File: src/rtl/mem_stage_pkg.sv
// Shared pipeline definitions: EX_MEM / MEM_WB bundle layouts,
// MemToReg encodings and MEM-stage FSM states.
package mem_stage_pkg;

    localparam int EX_MEM_W = 139;
    localparam int MEM_WB_W = 38;

    typedef enum logic [1:0] {
        MTR_ALU     = 2'b00,
        MTR_MEM     = 2'b01,
        MTR_PC4     = 2'b10,
        MTR_ALU_ALT = 2'b11
    } mtr_t;

    // Packed layout, MSB first; lsb offsets:
    // store 0, alu 32, wreg 64, mrd 69, mwr 70,
    // rwr 71, mtr 72, pc4 74, lud 106, luop 138
    typedef struct packed {
        logic        lu_op;
        logic [31:0] lu_data;
        logic [31:0] pc_plus4;
        mtr_t        mem_to_reg;
        logic        reg_write;
        logic        mem_write;
        logic        mem_read;
        logic [4:0]  write_reg;
        logic [31:0] alu_result;
        logic [31:0] store_data;
    } ex_mem_t;

    // lsb offsets: data 0, wreg 32, rwr 37
    typedef struct packed {
        logic        reg_write;
        logic [4:0]  write_reg;
        logic [31:0] data;
    } mem_wb_t;

    typedef enum logic [1:0] {
        ST_IDLE = 2'b00,
        ST_REQ  = 2'b01,
        ST_DONE = 2'b10
    } state_t;

endpackage

File: src/rtl/mem_stage_wb_mux.sv
// Register write-data select shared by forwarding and MEM_WB.
// Ports: lu_op/lu_data, mem_to_reg, alu/mem/pc4 sources -> data.
module wb_mux
    import mem_stage_pkg::*;
(
    input  logic        lu_op,
    input  logic [31:0] lu_data,
    input  mtr_t        mem_to_reg,
    input  logic [31:0] alu_result,
    input  logic [31:0] mem_data,
    input  logic [31:0] pc_plus4,
    output logic [31:0] data
);

    always_comb begin
        data = alu_result;
        if (lu_op) begin
            data = lu_data;
        end else begin
            unique case (mem_to_reg)
                MTR_MEM: data = mem_data;
                MTR_PC4: data = pc_plus4;
                default: data = alu_result;
            endcase
        end
    end

endmodule

File: src/rtl/mem_stage.sv
// MEM pipeline stage: data-memory handshake FSM with timeout,
// misalignment trap, forwarding taps and MEM_WB register.
// Ports: clk/reset_b, EX_MEM in, dmem_* bus, MemStall,
// EX_MEM_* forwarding taps, MEM_WB out, sticky bus_err.
module mem_stage
    import mem_stage_pkg::*;
#(
    parameter int TIMEOUT = 16
) (
    input  logic                clk,
    input  logic                reset_b,
    input  logic [EX_MEM_W-1:0] EX_MEM,
    input  logic                dmem_ack,
    input  logic [31:0]         dmem_rdata,
    output logic                dmem_req,
    output logic                dmem_we,
    output logic [31:0]         dmem_addr,
    output logic [31:0]         dmem_wdata,
    output logic                MemStall,
    output logic [4:0]          EX_MEM_Rd,
    output logic [31:0]         EX_MEM_RdData,
    output logic                EX_MEM_RegWrite,
    output logic [MEM_WB_W-1:0] MEM_WB,
    output logic                bus_err
);

    localparam int CW = $clog2(TIMEOUT + 1);

    ex_mem_t     ex;
    state_t      state;
    state_t      state_nxt;
    logic [CW-1:0] cnt;
    logic [31:0] rdata_q;
    logic [31:0] wb_data;
    logic        mem_op;
    logic        aligned;
    logic        expired;

    assign ex      = ex_mem_t'(EX_MEM);
    assign mem_op  = ex.mem_read | ex.mem_write;
    assign aligned = (ex.alu_result[1:0] == 2'b00);
    assign expired = (cnt == CW'(TIMEOUT - 1));

    assign EX_MEM_Rd       = ex.write_reg;
    assign EX_MEM_RegWrite = ex.reg_write;

    // Forwarding never sees loaded data, so the
    // memory leg falls back to the ALU result.
    wb_mux u_fwd_mux (
        .lu_op      (ex.lu_op),
        .lu_data    (ex.lu_data),
        .mem_to_reg (ex.mem_to_reg),
        .alu_result (ex.alu_result),
        .mem_data   (ex.alu_result),
        .pc_plus4   (ex.pc_plus4),
        .data       (EX_MEM_RdData)
    );

    wb_mux u_wb_mux (
        .lu_op      (ex.lu_op),
        .lu_data    (ex.lu_data),
        .mem_to_reg (ex.mem_to_reg),
        .alu_result (ex.alu_result),
        .mem_data   (rdata_q),
        .pc_plus4   (ex.pc_plus4),
        .data       (wb_data)
    );

    always_ff @(posedge clk or negedge reset_b) begin
        if (!reset_b) begin
            state <= ST_IDLE;
        end else begin
            state <= state_nxt;
        end
    end

    always_comb begin
        state_nxt = state;
        unique case (state)
            ST_IDLE: begin
                if (mem_op) begin
                    state_nxt = aligned ? ST_REQ : ST_DONE;
                end
            end
            ST_REQ: begin
                if (dmem_ack || expired) begin
                    state_nxt = ST_DONE;
                end
            end
            ST_DONE: state_nxt = ST_IDLE;
            default: state_nxt = ST_IDLE;
        endcase
    end

    always_comb begin
        MemStall = 1'b0;
        dmem_req = 1'b0;
        unique case (state)
            ST_IDLE: MemStall = mem_op;
            ST_REQ: begin
                MemStall = 1'b1;
                dmem_req = 1'b1;
            end
            default: begin
                MemStall = 1'b0;
                dmem_req = 1'b0;
            end
        endcase
    end

    always_ff @(posedge clk or negedge reset_b) begin
        if (!reset_b) begin
            cnt        <= '0;
            rdata_q    <= '0;
            dmem_we    <= 1'b0;
            dmem_addr  <= '0;
            dmem_wdata <= '0;
            bus_err    <= 1'b0;
            MEM_WB     <= '0;
        end else begin
            // Only IDLE leads into REQ, so clearing here
            // gives a fresh count on every entry.
            if (state == ST_IDLE) begin
                cnt <= '0;
            end else if (state == ST_REQ) begin
                cnt <= cnt + 1'b1;
            end

            if (state == ST_IDLE && mem_op) begin
                if (aligned) begin
                    dmem_addr  <= ex.alu_result;
                    dmem_wdata <= ex.store_data;
                    dmem_we    <= ex.mem_write;
                end else begin
                    bus_err <= 1'b1;
                    rdata_q <= '0;
                end
            end

            if (state == ST_REQ) begin
                if (dmem_ack) begin
                    rdata_q <= dmem_rdata;
                    dmem_we <= 1'b0;
                end else if (expired) begin
                    bus_err <= 1'b1;
                    rdata_q <= '0;
                    dmem_we <= 1'b0;
                end
            end

            if (MemStall) begin
                MEM_WB <= '0;
            end else begin
                MEM_WB <= {ex.reg_write, ex.write_reg, wb_data};
            end
        end
    end

endmodule

File: config.mk
export PLATFORM = sky130hd
export DESIGN_NAME = mem_stage
export DESIGN_NICKNAME = d
export VERILOG_FILES = /design/src/rtl/mem_stage_pkg.sv /design/src/rtl/mem_stage_wb_mux.sv /design/src/rtl/mem_stage.sv
export SDC_FILE = /design/constraint.sdc
export NUM_CORES = 1
export LEC_CHECK = 0
export ABC_CLOCK_PERIOD_IN_PS = 1800
export CAP_MARGIN = 30
export CELL_PAD_IN_SITES_DETAIL_PLACEMENT = 1
export CELL_PAD_IN_SITES_GLOBAL_PLACEMENT = 1
export CORE_AREA = 2 2 167 169
export CTS_CLUSTER_SIZE = 30
export DETAILED_ROUTE_END_ITERATION = 8
export DIE_AREA = 0 0 169 171
export PLACE_DENSITY_LB_ADDON = 0.1
export SKIP_LAST_GASP = 1
export SYNTH_ARGS = -nofsm -noshare
export SYNTH_HDL_FRONTEND = slang
export SYNTH_HIERARCHICAL = 1
export SYNTH_SLANG_ARGS = --single-unit
File: constraint.sdc
create_clock -name clk -period 1.8 [get_ports clk]
set_input_delay 0.27 -clock clk [delete_from_list [all_inputs] [get_ports clk]]
set_output_delay 0.27 -clock clk [all_outputs]
set_load 0.005 [all_outputs]
==> flow_metrics.py <==
metrics = {
    "floorplan": {
        "number_of_core_rows": 61,
        "die_height_microns": 171,
        "start_util_pct": 30.19,
        "coreArea_sq_um": 27320,
        "die_area_sq_um": 28900,
        "number_of_ports_placed_on_the_die_boundary": 318,
        "chip_width_microns": 169,
    },
    "logic_synthesis": {
        "yosys.cell_types.count": 35,
        "ys_warn_count": 6,
        "async_reset_ff_share_pct": 100.0,
        "synth_edf_count": 0,
        "post_synth_inst_count": 649,
        "syn_nets": 830,
        "syn-mean-instance-area_sq_um": 12.71,
        "number_of_register_bits_inferred_by_synthesis": 143,
        "synth_flop_cell": "dfrtp_1",
        "syn-cell-area_sq_um": 8248,
        "synth_seq_area_share_pct": 43.39,
    },
    "placed_design": {
        "placement.io_buffers": 317,
        "globalplace.congestion": 0.8399,
        "place_worst_setup_slack_ns": -0.8196,
        "dp.final_hpwl_microns": 21380,
        "dp_cells": 1375,
        "placedInstanceArea_sq_um": 12610,
    },
    "final_layout": {
        "sequential_cell_area_sq_um": 3580,
        "layout.cells.most_common": "clkdlybuf4s50_1",
        "final_cell_count_no_fill": 1431,
        "multi_input_comb_area_sq_um": 4294,
        "nNetsFinal": 1252,
        "area_growth_pct": 65.55,
        "commonest_cells_after_routing_fill_and_taps_aside": "278 x clkdlybuf4s50_1, 142 x dfrtp_1, 109 x buf_4, 99 x nor2b_1, 70 x nand2_1",
        "finish.instance_area_sq_um": 13650,
        "post_route_cells_drive_above_1_share_pct": 38.65,
        "n_fill_cell": 2828,
    },
    "sta": {
        "max_slew_margin_pct": 64.43,
        "layout_min_cycle_time_ns": 1.881,
        "final-hold-violation-count": 0,
        "finalSetupViolations": 32,
        "slew_violations": 0,
        "finalClockSkew_ns": 0.02247,
        "grt_setup_unrepaired": "yes",
        "worst-slew-pin-transition_ns": 0.5336,
        "setup_slack_after_layout_ns": -0.08097,
        "portion_of_the_clock_cycle_consumed_by_the_worst_path_in_the_final_layout_pct": 104.5,
        "highest_clock_rate_mhz": 531.6,
    },
    "critical_path": {
        "worstSetupStartpointType": "register",
        "worst-endpoint-required_ns": 2.17,
        "critical_path_arrival_ns": 2.25,
        "worst-setup-path-type": "reg2reg",
        "crit_fanout": 4,
        "critical_path_end_type": "register",
    },
    "job": {
        "cap_violations": 0,
    },
    "pwr": {
        "power_density_nw_per_um2": 1118,
        "cellLeakagePower_nw": 5.831,
        "irDropWorstVdd_v": 0.0005433,
    },
    "routing": {
        "wl_per_cell_microns": 21.27,
        "drt-total-wl_microns": 30440,
        "via_per_inst": 4.954,
        "drt_first_pass_iters": 4,
        "initialDrtViolationCount": 249,
        "route.detailed.drc": 0,
        "dr_total_vias": 7089,
        "postRouteAntennaNets": 0,
    },
    "grt": {
        "wire_length_of_the_first_global_routing_pass_microns": 46020,
        "number_of_antenna_violations_at_the_first_check_in_global_routing": 2,
        "first_global_vias": 7878,
        "grt_start_max_net_pins": 46,
        "overall_global_routing_usage_pct": 20.75,
        "grt-ovfl-total": 0,
    },
    "clocking": {
        "clk_pin_slew_ns": 0.07,
        "cts.sink_count": 143,
        "clk-insertion-delay-late_ns": 0.44,
        "clockRootBuffer": "clkbuf_16",
        "clockBufferDepth": 2,
        "h-tree-depth": 4,
        "cts-buffers-inserted": 17,
        "tritoncts_clock_tree": "built",
    },
    "outcome": {
        "result_of_the_run": "finished, violations left",
        "failing_checks": "negative setup slack",
    },
    "min_path": {
        "min_path_type": "in2async",
    },
}
cell usage after synthesis, types with 9 or more instances:
cell	n	area share, %
a221oi_2	60	11
a22o_1	32	3.4
buf_2	11	0.67
buf_4	19	1.7
buf_6	14	1.9
clkbuf_1	12	0.55
dfrtp_1	143	43
inv_1	9	0.41
mux2_2	15	2.0
mux2_4	47	8.6
nand2_1	70	3.2
nor2b_1	103	7.8
o31ai_2	58	8.8
per-layer routing:
metal  routed length, microns  share of wire (%)  up-vias  track usage, %
li1                         -                  -     3247               -
met1                    12670                 42     3607           24.93
met2                    15680                 51      211           37.06
met3                     1725                5.7       22           5.228
met4                      362                1.2        2           5.425
met5                        9              0.030        -               0
path summary, 6_finish.rpt:
| kind | cells past startpoint | endpoint | slack [ns] | from |
|---|---|---|---|---|
| max in group asynchronous | 3 | MEM_WB[4]$_DFF_PN0_ | 0.88 | reset_b |
| worst max-delay path | 8 | rdata_q[29]$_DFF_PN0_ | -0.08 | cnt[0]$_DFFE_PN0P_ |
| min in group clk | 4 | MEM_WB[31]$_DFF_PN0_ | 0.42 | EX_MEM[138] |
| worst min register to register | 2 | bus_err$_DFF_PN0_ | 0.49 | bus_err$_DFF_PN0_ |
| worst min-delay path | 2 | dmem_wdata[30]$_DFFE_PN0P_ | 0.31 | reset_b |
| worst max register to register | 8 | rdata_q[29]$_DFF_PN0_ | -0.08 | cnt[0]$_DFFE_PN0P_ |
critical path, cell delays in order, from the launching register on:
cell,delay (ns)
dfrtp_1,0.40
ha_2,0.19
and3_4,0.19
ha_4,0.15
or2_4,0.24
a32oi_4,0.21
buf_12,0.17
clkbuf_16,0.15
a22o_1,0.13
cells by family after synthesis:
kind of cell	Yosys count	synth area share (%)
muxes	62	10.60
DFF	143	43.39
AOI/OAI and AO/OA	172	25.46
buffers and inverters	73	6.963
adders and majority gates	7	1.062
and+or+nand+nor	192	12.53
registers in the layout, summed over array words and instances (netlist names):
register	flops
MEM_WB	38
dmem_addr	32
dmem_wdata	32
rdata_q	32
cnt	5
state	2
bus_err	1
dmem_we	1
layout make-up:
class	count	area share [%]
timing repair buffer	467	34.34
multi-input combinational	433	31.45
sequential	143	26.22
tap	346	3.171
clock buffer	17	3.116
clock inverter	15	1.420
inverter	9	0.2657
antenna	1	0.01833
what timing repair did:
item                                    4_1_cts  5_1_grt
endpoints found under the hold margin        27        0
hold buffers                                  1        0
pin swaps                                    20       20
cloned                                        7        4
gates resized for setup                     131       38
setup buffers                                10        4
endpoints found under the setup margin       68       68
where the power goes:
group / total [mW] / switching [mW] / internal (mW)
sequential: 4.98 / 0.642 / 4.34
combinational: 6.54 / 2.37 / 4.17
clock: 3.74 / 1.62 / 2.12
total: 15.3 / 4.64 / 10.6
per-stage QoR:
stage / setup TNS, ns / power [mW] / util (%) / hold WS (ns)
after floorplan: 0 / 7.571 / - / -0.02559
after global placement: -51.54 / 11.07 / 46.16 / 0.1729
after detailed placement: -54.20 / 11.24 / 46.16 / 0.1706
after CTS: -3.109 / 15.44 / 49.51 / 0.2706
after global routing: -4.604 / 16.13 / 49.97 / 0.3089
final: -1.553 / 15.27 / 49.97 / 0.3058
(Power assumes the default switching activity.)
